$ cat src/rtl/imm_check_monitor.sv
// Multi-channel on-chip checker for the guarded rule "if (a>GUARD_TH || b>GUARD_TH) then c<=LIMIT".
// Supports assert/assume/cover modes, saturating counters, a sticky fail mask and first-failure capture.
module imm_check_monitor #(
  parameter int NUM_CH       = 2,
  parameter int WIDTH        = 4,
  parameter int GUARD_TH     = 5,
  parameter int LIMIT        = 9,
  parameter int CNT_W        = 16,
  parameter int COVER_TARGET = 4,
  parameter int STOP_ON_FAIL = 1,
  localparam int CHW         = (NUM_CH > 1) ? $clog2(NUM_CH) : 1
) (
  input  logic                    clk,
  input  logic                    rst,
  input  logic                    en,
  input  logic                    clr,
  input  logic [1:0]              mode,
  input  logic [NUM_CH*WIDTH-1:0] a_flat,
  input  logic [NUM_CH*WIDTH-1:0] b_flat,
  input  logic [NUM_CH*WIDTH-1:0] c_flat,
  output logic [1:0]              state,
  output logic [CNT_W-1:0]        eval_cnt,
  output logic [CNT_W-1:0]        pass_cnt,
  output logic [CNT_W-1:0]        fail_cnt,
  output logic [NUM_CH-1:0]       fail_mask,
  output logic                    first_fail_vld,
  output logic [CHW-1:0]          first_fail_ch,
  output logic [CNT_W-1:0]        first_fail_cyc,
  output logic                    err
);

  localparam int PW = $clog2(NUM_CH + 1);
  localparam logic [WIDTH-1:0] GTH = WIDTH'(GUARD_TH);
  localparam logic [WIDTH-1:0] LIM = WIDTH'(LIMIT);

  typedef enum logic [1:0] {S_IDLE = 2'd0, S_ARMED = 2'd1, S_HALTED = 2'd2, S_DONE = 2'd3} state_t;

  state_t            state_reg, state_next;
  logic [1:0]        mode_q_reg;
  logic [CNT_W-1:0]  cycle_cnt_reg, eval_cnt_reg, pass_cnt_reg, fail_cnt_reg, first_fail_cyc_reg;
  logic [NUM_CH-1:0] fail_mask_reg;
  logic              first_fail_vld_reg, err_reg;
  logic [CHW-1:0]    first_fail_ch_reg;

  logic [NUM_CH-1:0] g, p, f;
  logic [PW-1:0]     pop_g, pop_p, pop_f;
  logic [CHW-1:0]    low_ch;
  logic [CNT_W-1:0]  pass_next;
  logic              is_cover, is_assume, is_assert, eval_en, any_fail;

  for (genvar gi = 0; gi < NUM_CH; gi++) begin : g_ch
    logic [WIDTH-1:0] a_i, b_i, c_i;
    assign a_i   = a_flat[gi*WIDTH +: WIDTH];
    assign b_i   = b_flat[gi*WIDTH +: WIDTH];
    assign c_i   = c_flat[gi*WIDTH +: WIDTH];
    assign g[gi] = (a_i > GTH) | (b_i > GTH);
    assign p[gi] = g[gi] & (c_i <= LIM);
    assign f[gi] = g[gi] & ~(c_i <= LIM);
  end

  function automatic logic [CNT_W-1:0] sat_add(input logic [CNT_W-1:0] x, input logic [PW-1:0] y);
    logic [CNT_W:0] s;
    s = {1'b0, x} + (CNT_W+1)'(y);
    return s[CNT_W] ? {CNT_W{1'b1}} : s[CNT_W-1:0];
  endfunction

  always_comb begin
    pop_g  = '0;
    pop_p  = '0;
    pop_f  = '0;
    low_ch = '0;
    for (int i = 0; i < NUM_CH; i++) begin
      pop_g = pop_g + PW'(g[i]);
      pop_p = pop_p + PW'(p[i]);
      pop_f = pop_f + PW'(f[i]);
    end
    // Scan downward so the lowest failing channel wins.
    for (int i = NUM_CH - 1; i >= 0; i--) begin
      if (f[i]) low_ch = CHW'(i);
    end
  end

  assign is_cover  = (mode_q_reg == 2'd2);
  assign is_assume = (mode_q_reg == 2'd1);
  assign is_assert = !is_cover && !is_assume;
  assign eval_en   = (state_reg == S_ARMED) && en;
  assign any_fail  = |f;
  assign pass_next = sat_add(pass_cnt_reg, pop_p);

  always_comb begin
    state_next = state_reg;
    case (state_reg)
      S_IDLE: if (en) state_next = S_ARMED;
      S_ARMED: begin
        if (!en)
          state_next = S_IDLE;
        else if (is_assert && any_fail && (STOP_ON_FAIL != 0))
          state_next = S_HALTED;
        else if (is_cover && (32'(pass_next) >= 32'(COVER_TARGET)))
          state_next = S_DONE;
      end
      default: state_next = state_reg;
    endcase
  end

  always_ff @(posedge clk) begin
    if (rst || clr) begin
      state_reg          <= S_IDLE;
      mode_q_reg         <= 2'd0;
      cycle_cnt_reg      <= '0;
      eval_cnt_reg       <= '0;
      pass_cnt_reg       <= '0;
      fail_cnt_reg       <= '0;
      fail_mask_reg      <= '0;
      first_fail_vld_reg <= 1'b0;
      first_fail_ch_reg  <= '0;
      first_fail_cyc_reg <= '0;
      err_reg            <= 1'b0;
    end else begin
      state_reg <= state_next;
      err_reg   <= 1'b0;
      if (state_reg == S_IDLE && en) mode_q_reg <= mode;
      if (eval_en) begin
        cycle_cnt_reg <= sat_add(cycle_cnt_reg, PW'(1));
        eval_cnt_reg  <= sat_add(eval_cnt_reg, pop_g);
        pass_cnt_reg  <= pass_next;
        if (!is_cover) begin
          fail_cnt_reg  <= sat_add(fail_cnt_reg, pop_f);
          fail_mask_reg <= fail_mask_reg | f;
          err_reg       <= is_assert && any_fail;
          if (any_fail && !first_fail_vld_reg) begin
            first_fail_vld_reg <= 1'b1;
            first_fail_ch_reg  <= low_ch;
            first_fail_cyc_reg <= cycle_cnt_reg;
          end
        end
      end
    end
  end

  assign state          = state_reg;
  assign eval_cnt       = eval_cnt_reg;
  assign pass_cnt       = pass_cnt_reg;
  assign fail_cnt       = fail_cnt_reg;
  assign fail_mask      = fail_mask_reg;
  assign first_fail_vld = first_fail_vld_reg;
  assign first_fail_ch  = first_fail_ch_reg;
  assign first_fail_cyc = first_fail_cyc_reg;
  assign err            = err_reg;

endmodule

$ cat config.mk
export PLATFORM = sky130hd
export DESIGN_NAME = imm_check_monitor
export DESIGN_NICKNAME = d
export VERILOG_FILES = /design/src/rtl/imm_check_monitor.sv
export SDC_FILE = /design/constraint.sdc
export NUM_CORES = 1
export LEC_CHECK = 0
export BUFFER_PORTS_ARGS = -buffer_cell sky130_fd_sc_hd__buf_2
export CORE_MARGIN = 2
export CORE_UTILIZATION = 39
export DETAILED_ROUTE_END_ITERATION = 6
export SLEW_MARGIN = 20
export SYNTH_ARGS = -nofsm -noshare
export SYNTH_HDL_FRONTEND = slang
export SYNTH_SLANG_ARGS = --single-unit
$ cat constraint.sdc
create_clock -name clk -period 3.45 [get_ports clk]
set_input_delay 0.1725 -clock clk [delete_from_list [all_inputs] [get_ports clk]]
set_output_delay 0.1725 -clock clk [all_outputs]
set_load 0.05 [all_outputs]
==> summary.md, run 1 <==
| Metric | Value |
|---|---|
| Data required time of the worst path | 3.74 ns |
| # hold bufs at CTS | 0 |
| Max Root-Sink Buffers | 2 |
| Main combinational cell family by area after synthesis | simple AND/OR/NAND/NOR gates |
| Setup TNS | 0 ns |
| Fin. Hold Viols | 0 |
| Number of flops mapped to enable cells by yosys | 0 |
| TritonCTS clock tree | done |
| Worst max-slew margin expressed relative to the limit | 0.444 |
| Global-route congestion overflow total | 0 |
| Vias post-DR | 4050 |
| Share of flip-flops with an asynchronous set or reset | 0 |
| Fraction of layout instances using a drive strength above 1 | 0.207 |
| Cts repair resizes | 0 |
| Synthesized area | 4290 um^2 |
| Cell with the biggest individual delay on the critical path | sky130_fd_sc_hd__or3_1 |
| Global placer's final weighted congestion | 0.805 |
| Static Leakage | 2.03 nW |
| Estimated wirelength of the detail-placed design | 7500 um |
| Reg2Reg Launch Point | eval_cnt[0] |
| Min Clock Period, post-route | 2.77 ns |
| Yosys synthesis warning count | 0 |
| Area growth from synthesis to layout | 18.6% |
| Post-synthesis cell type with the largest combined area | sky130_fd_sc_hd__dfxtp_1 |
| Share of Yosys cell area claimed by the top area cell type | 0.415 |
| Number of register bits inferred by synthesis | 89 |
| Most common library cells after synthesis | sky130_fd_sc_hd__dfxtp_1 (89), sky130_fd_sc_hd__a21oi_1 (69), sky130_fd_sc_hd__nand2_1 (53) |
| CTS H-tree lvls | 3 |
| Cell with the most instances after synthesis | sky130_fd_sc_hd__dfxtp_1 |
| Top fanout value on the critical path | 12 |
| Sw Ratio | 0.233 |
| Post-CTS setup repair buffer count | 0 |
| Mux share of post-synthesis cell area | 0.0187 |
| Mapped Cells | 518 |
| Post-route standard cell area excluding fillers | 5090 um^2 |
| Number of clock sinks | 89 |
| Port bufs | 94 |
| Count of TritonRoute iterations in the first routing pass | 4 |
| Number of global-route vias before repair | 3683 |
| Setup repair after global routing missed its margin | no |
| Clock root cell | sky130_fd_sc_hd__clkbuf_8 |
| End of the critical path | eval_cnt[15] |
| Top flip-flop cell by instance count after synthesis | sky130_fd_sc_hd__dfxtp_1 |
| Post-synthesis compound-gate area fraction | 0.165 |
| Starting Density | 0.398 |
| Post-synthesis cell type count | 52 |
| Count of routing violations after the opening detailed-route iteration | 149 |
| Number of standard cells in the final layout excluding fillers | 745 |
| Clock Pin Slew Worst Setup and Hold Paths | approximately 0.09 ns |
| Critical Path Sink Type | register |
| I/O pin count | 101 |
| Type of the tightest min-delay check | input port to register |
| Count of inserted antenna diode cells | 0 |
| Finish-stage setup viols | 0 |
| Final Cycle Share | 0.803 |
| Placed cells | 729 |
| Pin count of the biggest net entering global routing | 41 |
| DRC | 0 |
| Series of cell instances along the critical path | inv_1 -> fa_1 -> inv_1 -> ha_1 -> nand2_1 -> nor2_1 -> nand2_1 -> or3_1 -> and4_1 -> nor3_1 |
| Initial antenna violation count | 0 |
| Wire length after detailed routing | 10500 um |
| Worst-case register-to-register setup slack | 0.68 ns |
| FF-to-FF path depth | 10 |
| Combinational Power Share | 0.050 |
| Final core occ | 0.471 |
| Outcome | complete, no violations |
| Setup skew after layout | 0.00739 ns |
| TritonCTS buffer count | 9 |
| Worst skew pair latency | 0.37 ns |
| Floorplan die width | between 100 and 150 um |
| Synth top area cells | sky130_fd_sc_hd__dfxtp_1 (42%), sky130_fd_sc_hd__a21oi_1 (8.0%), sky130_fd_sc_hd__nand3_1 (5.8%) |
| Synth Area in XOR/XNOR | 0.0653 |
| Number of max-capacitance violations reported | 0 |
| Launch point of the critical path | eval_cnt[0] |
| Ratio of total power to cell area | 382 nW/um^2 |
| Avg Inst Size Synth | 8.28 um^2 |
| WP data arrival | 3.06 ns |
| Critical Path Source Type | register |
| Clock network fraction of design power | 0.419 |
| Simple-gate share of the synthesized area | 0.269 |
| Net Sw Power | 0.454 mW |
| Overall power of the completed layout | 1.95 mW |
| Post-synthesis net count | between 500 and 600 |
| Global-route usage over all layers | 0.185 |
| Area of the die | 11900 um^2 |
| First-pass GRT wire length | 17600 um |
| Transition time at the pin with the least slew margin | between 0.8 and 0.9 ns |
| Capturing point of the worst reg2reg path | eval_cnt[15] |
| Portion of the post-synthesis area used by sequential elements | 0.415 |
| Post-synthesis share of cell area spent on full adders, half adders and majority gates | 0.0286 |
| Number of placement rows | 38 |
| Die H | 109 um |
| Critical path start-end classification | register to register |
| Number of nets in the layout | between 600 and 700 |
| Worst supply voltage drop on vdd | 0.211 mV |
| Total core area | around 11000 um^2 |
| Delay contributed by the slowest stage of the critical path | 0.60 ns |
| Antenna Nets Post-Route | 0 |
| Maximum achievable frequency | roughly 360 MHz |
| Share of total power in sequential cells | 0.531 |
| Instance area at placement | slightly below 5000 um^2 |
| Design internal power | around 1.5 mW |
| Routed len/inst | around 14 um |
| Max Slew Vio Count | 0 |
| Post-DR vias/cell | roughly 5.4 |
[worst min-delay path by stage]
stage,startpoint,endpoint,slack [ns],depth (start not counted)
floorplan,mode[0],mode_q_reg[0],0.31,2
global placement,mode[0],mode_q_reg[0],0.42,3
detailed placement,mode[0],mode_q_reg[0],0.41,3
CTS,mode[0],mode_q_reg[0],0.02,3
global route,mode[0],mode_q_reg[0],0.03,3
finish,mode[0],mode_q_reg[0],0.04,3
[power by group through the flow]
stage	clock network, mW	logic, mW	registers, mW
after floorplan	0	0.0563	1.06
after CTS	0.847	0.0981	1.03
after detailed placement	0	0.0980	1.06
after global routing	0.881	0.110	1.03
final	0.816	0.0973	1.03
after global placement	0	0.0961	1.06
[critical path: cells and delay by family (launching register included)]
| family | cells | cell delay [ns] |
|---|---|---|
| and+or+nand+nor | 6 | 1.43 |
| adders and majority gates | 2 | 0.69 |
| DFF | 1 | 0.39 |
| buffers and inverters | 2 | 0.17 |
[cells in the final DEF (no fill, tap or decap), types with 11 or more instances in the layout]
cell type / Yosys / layout
sky130_fd_sc_hd__xor2_1: 23 / 23
sky130_fd_sc_hd__buf_2: 8 / 94
sky130_fd_sc_hd__inv_1: 11 / 11
sky130_fd_sc_hd__nor2_1: 42 / 41
sky130_fd_sc_hd__nand3_1: 50 / 50
sky130_fd_sc_hd__o21ai_0: 11 / 11
sky130_fd_sc_hd__a21oi_1: 69 / 69
sky130_fd_sc_hd__and3_1: 13 / 13
sky130_fd_sc_hd__dfxtp_1: 89 / 89
sky130_fd_sc_hd__nand4_1: 12 / 12
sky130_fd_sc_hd__nor3_1: 14 / 14
sky130_fd_sc_hd__nand2_1: 53 / 53
[final cells by class]
type	instances	area, um^2
Fill cell	1059	5700
Multi-Input combinational cell	389	2350
Sequential cell	89	1780
Timing Repair Buffer	100	515
Tap cell	140	175
Clock buffer	10	138
Clock inverter	6	90.1
Inverter	11	41.3
[per-layer routing]
layer,vias to the layer above,track usage,routed length [um]
li1,2015,-,-
met1,1929,0.247,5070
met2,94,0.290,4620
met3,12,0.0472,642
met4,0,0.0650,161
met5,-,0,0
[per-stage QoR]
step                setup WS [ns]  hold slack [ns]
CTS                         0.677           0.0191
detailed placement          0.507            0.410
floorplan                   0.649            0.311
global placement            0.566            0.420
finish                      0.680           0.0369
global route                0.393           0.0289
[kinds of logic (layout without fill, tap and decap cells)]
logic type	Yosys count	in the layout
simple gates	222	222
compound gates	119	119
flops	89	89
buf+inv	40	127
xor+xnor	32	32
fa+ha+maj	8	8
mux	8	8
(Power assumes the default switching activity.)
==> run 2: changes to the inputs <==
--- a/config.mk
+++ b/config.mk
@@ -5,6 +5,7 @@
 export SDC_FILE = /design/constraint.sdc
 export NUM_CORES = 1
 export LEC_CHECK = 0
+export ABC_AREA = 1
 export BUFFER_PORTS_ARGS = -buffer_cell sky130_fd_sc_hd__buf_2
 export CORE_MARGIN = 2
 export CORE_UTILIZATION = 39
==> constraint.sdc (replaced) <==
create_clock -name clk -period 2.3 [get_ports clk]
set_input_delay 0.115 -clock clk [delete_from_list [all_inputs] [get_ports clk]]
set_output_delay 0.115 -clock clk [all_outputs]
set_load 0.05 [all_outputs]
==> summary.md, run 2 <==
| Metric | Value |
|---|---|
| Top fanout value on the critical path | 3 (was 12) |
| Share of flip-flops with an asynchronous set or reset | 0 (unchanged) |
| Count of TritonRoute iterations in the first routing pass | 4 (unchanged) |
| Outcome | complete, no violations (unchanged) |
| Post-synthesis net count | 669 (was 556) |
| Global placer's final weighted congestion | 0.848 (was 0.805) |
| Number of register bits inferred by synthesis | 89 (unchanged) |
| Terminating pin of the worst hold path | mode_q_reg[1] (was mode_q_reg[0]) |
| Final Cycle Share | 0.980 (was 0.803) |
| Global-route usage over all layers | 0.185 (about the same) |
| Cell with the most instances after synthesis | sky130_fd_sc_hd__nand2_1 (was sky130_fd_sc_hd__dfxtp_1) |
| Critical Path Source Type | register (unchanged) |
| Instance area at placement | 5360 um^2 (was 4860 um^2) |
| Top flip-flop cell by instance count after synthesis | sky130_fd_sc_hd__dfxtp_1 (unchanged) |
| Fin. Hold Viols | 0 (unchanged) |
| Post-synthesis cell type count | 43 (was 52) |
| Global-route congestion overflow total | 0 (unchanged) |
| Number of placement rows | 39 (was 38) |
| Ratio of total power to cell area | 549 nW/um^2 (was 382 nW/um^2) |
| Clock Pin Slew Worst Setup and Hold Paths | 0.07 ns (was 0.09 ns) |
| Commonest cells after routing, fill and taps aside | sky130_fd_sc_hd__nand2_1 (109), sky130_fd_sc_hd__inv_1 (101), sky130_fd_sc_hd__buf_2 (94) (was sky130_fd_sc_hd__buf_2 (94), sky130_fd_sc_hd__dfxtp_1 (89), sky130_fd_sc_hd__a21oi_1 (69)) |
| Antenna Nets Post-Route | 0 (unchanged) |
| Final worst hold slack | 0.0387 ns (was 0.0369 ns) |
| Area of the die | 12400 um^2 (was 11900 um^2) |
| Transition time at the pin with the least slew margin | 0.889 ns (was 0.834 ns) |
| Share of Yosys cell area claimed by the top area cell type | 0.397 (was 0.415) |
| # hold bufs at CTS | 0 (unchanged) |
| Worst supply voltage drop on vdd | 0.470 mV (was 0.211 mV) |
| Pin count of the biggest net entering global routing | 46 (was 41) |
| Most common library cells after synthesis | sky130_fd_sc_hd__nand2_1 (113), sky130_fd_sc_hd__inv_1 (103), sky130_fd_sc_hd__dfxtp_1 (89) (was sky130_fd_sc_hd__dfxtp_1 (89), sky130_fd_sc_hd__a21oi_1 (69), sky130_fd_sc_hd__nand2_1 (53)) |
| Routed len/inst | 12.4 um (was 14.1 um) |
| Count of inserted antenna diode cells | 0 (unchanged) |
| Number of max-capacitance violations reported | 0 (unchanged) |
| Reg2Reg Launch Point | pass_cnt[0] (was eval_cnt[0]) |
| FF-to-FF path depth | 18 (was 10) |
| Worst skew pair latency | 0.35 ns (was 0.37 ns) |
| Synth top area cells | sky130_fd_sc_hd__dfxtp_1 (40%), sky130_fd_sc_hd__nand2_1 (9.5%), sky130_fd_sc_hd__inv_1 (8.6%) (was sky130_fd_sc_hd__dfxtp_1 (42%), sky130_fd_sc_hd__a21oi_1 (8.0%), sky130_fd_sc_hd__nand3_1 (5.8%)) |
| Number of flops mapped to enable cells by yosys | 0 (unchanged) |
| Overall power of the completed layout | 3.15 mW (was 1.95 mW) |
| Critical path start-end classification | register to register (unchanged) |
| Number of clock sinks | 89 (unchanged) |
| Vias post-DR | 4472 (was 4050) |
| Floorplan die width | 111 um (was 109 um) |
| Number of nets in the layout | 799 (was 638) |
| Port bufs | 94 (unchanged) |
| I/O pin count | 101 (unchanged) |
| Avg Inst Size Synth | 7.11 um^2 (was 8.28 um^2) |
| Final core occ | 0.507 (was 0.471) |
| Min Clock Period, post-route | 2.25 ns (was 2.77 ns) |
| Yosys synthesis warning count | 0 (unchanged) |
| Post-route standard cell area excluding fillers | 5740 um^2 (was 5090 um^2) |
| Max Slew Vio Count | 0 (unchanged) |
| Starting Density | 0.396 (was 0.398) |
| Finish-stage setup viols | 0 (unchanged) |
| Estimated wirelength of the detail-placed design | 8210 um (was 7500 um) |
| Post-DR vias/cell | 4.92 (was 5.44) |
| Fraction of layout instances using a drive strength above 1 | 0.262 (was 0.207) |
| Total core area | 11300 um^2 (was 10800 um^2) |
| WP data arrival | 2.45 ns (was 3.06 ns) |
| Die H | 111 um (was 109 um) |
| TritonCTS buffer count | 9 (unchanged) |
| Start point of the worst hold path | mode[1] (was mode[0]) |
| Type of the tightest min-delay check | input port to register (unchanged) |
| Maximum achievable frequency | 444 MHz (was 361 MHz) |
| Number of global-route vias before repair | 4314 (was 3683) |
| Clock root cell | sky130_fd_sc_hd__clkbuf_16 (was sky130_fd_sc_hd__clkbuf_8) |
| TritonCTS clock tree | done (unchanged) |
| First-pass GRT wire length | 19100 um (was 17600 um) |
| Area growth from synthesis to layout | 28.0% (was 18.6%) |
| Synthesized area | 4490 um^2 (was 4290 um^2) |
| Setup skew after layout | 0.00963 ns (was 0.00739 ns) |
| Initial antenna violation count | 0 (unchanged) |
| Capturing point of the worst reg2reg path | state[1] (was eval_cnt[15]) |
| Wire length after detailed routing | 11200 um (was 10500 um) |
| CTS H-tree lvls | 3 (unchanged) |
| Max Root-Sink Buffers | 2 (unchanged) |
| Setup repair after global routing missed its margin | yes (was no) |
| Post-synthesis cell type with the largest combined area | sky130_fd_sc_hd__dfxtp_1 (unchanged) |
| Worst max-slew margin expressed relative to the limit | 0.406 (was 0.444) |
| Data required time of the worst path | 2.49 ns (was 3.74 ns) |
| Worst hold path cell count | 3 (unchanged) |
| Count of routing violations after the opening detailed-route iteration | 242 (was 149) |
| DRC | 0 (unchanged) |
| Worst-case register-to-register setup slack | 0.05 ns (was 0.68 ns) |
| Commonest non-fill, non-tap cell in the layout | sky130_fd_sc_hd__nand2_1 (was sky130_fd_sc_hd__buf_2) |
| Static Leakage | 2.66 nW (was 2.03 nW) |
| Critical Path Sink Type | register (unchanged) |
| Mapped Cells | 631 (was 518) |
| Portion of the post-synthesis area used by sequential elements | 0.397 (was 0.415) |
## run 2: worst max-delay path by stage
stage,startpoint,end,slack (ns),depth (start not counted)
3_5_place_dp,a_flat[2],state[1],-0.19,23
3_3_place_gp,c_flat[5],state[1],-0.11,20
5_1_grt,pass_cnt[0],state[1],-0.13,18
2_1_floorplan,pass_cnt[0],state[1],-0.11,19
4_1_cts,pass_cnt[0],state[1],0.06,18
6_report,pass_cnt[0],state[1],0.05,18
## run 2: final cells by class
cell class | instances | area [um^2]
clock inverters | 6 | 41.3
clock buffers | 10 | 229
fillers | 1180 | 5580
inverters | 110 | 415
repair buffers | 134 | 774
well taps | 143 | 179
flip-flops and latches | 89 | 1790
multi-input cells | 417 | 2320
## run 2: cells by family (layout without fill, tap and decap cells)
logic type / Yosys count / count (layout) / synth area share
AND/OR/NAND/NOR: 259 / 259 / 0.266
AO/OA/AOI/OAI: 131 / 131 / 0.166
buffers and inverters: 125 / 260 / 0.106
flip-flops: 89 / 89 / 0.397
XOR/XNOR: 19 / 19 / 0.0371
adder cells (fa/ha/maj): 8 / 8 / 0.0273
## run 2: what timing repair did
item,in CTS,in global routing
endpoints found under the setup margin,1,14
pin swaps,4,12
resized for setup,4,23
buffers inserted,2,2
## run 2: report_power, final
part | switching (mW) | internal [mW] | leakage (nW)
Clock | 0.632 | 0.737 | 0.137
Combinational | 0.143 | 0.0750 | 1.81
Sequential | 0.0124 | 1.55 | 0.719
## run 2: worst max-delay path: stages (launching register included)
cell and delay [ns]:
sky130_fd_sc_hd__dfxtp_4 0.36, sky130_fd_sc_hd__inv_4 0.03, sky130_fd_sc_hd__fa_2 0.36, sky130_fd_sc_hd__inv_2 0.08, sky130_fd_sc_hd__ha_4 0.14, sky130_fd_sc_hd__nand2_4 0.05, sky130_fd_sc_hd__nor2_4 0.14, sky130_fd_sc_hd__buf_6 0.12
sky130_fd_sc_hd__nand3_2 0.06, sky130_fd_sc_hd__nand2_1 0.10, sky130_fd_sc_hd__nand3_2 0.08, sky130_fd_sc_hd__nor2_1 0.13, sky130_fd_sc_hd__nand2_1 0.07, sky130_fd_sc_hd__nor2_2 0.11, sky130_fd_sc_hd__nand2_1 0.07, sky130_fd_sc_hd__nand2_1 0.06
sky130_fd_sc_hd__nand2_1 0.04, sky130_fd_sc_hd__nand2_1 0.07, sky130_fd_sc_hd__a21oi_2 0.05
## run 2: metal layers
layer,part of all wire,track usage,up-vias
met4,0.015,0.0749,0
met1,0.46,0.227,2068
met2,0.46,0.306,76
met5,0,0,-
met3,0.057,0.0541,11
li1,-,-,2317
## run 2: stage by stage
stage	setup slack [ns]	TNS (ns)	cells
after global routing	-0.128	-0.250	909
after floorplan	-0.115	-0.115	631
after detailed placement	-0.187	-0.526	889
after global placement	-0.115	-0.178	889
after CTS	0.0584	0	907
final	0.0456	0	909
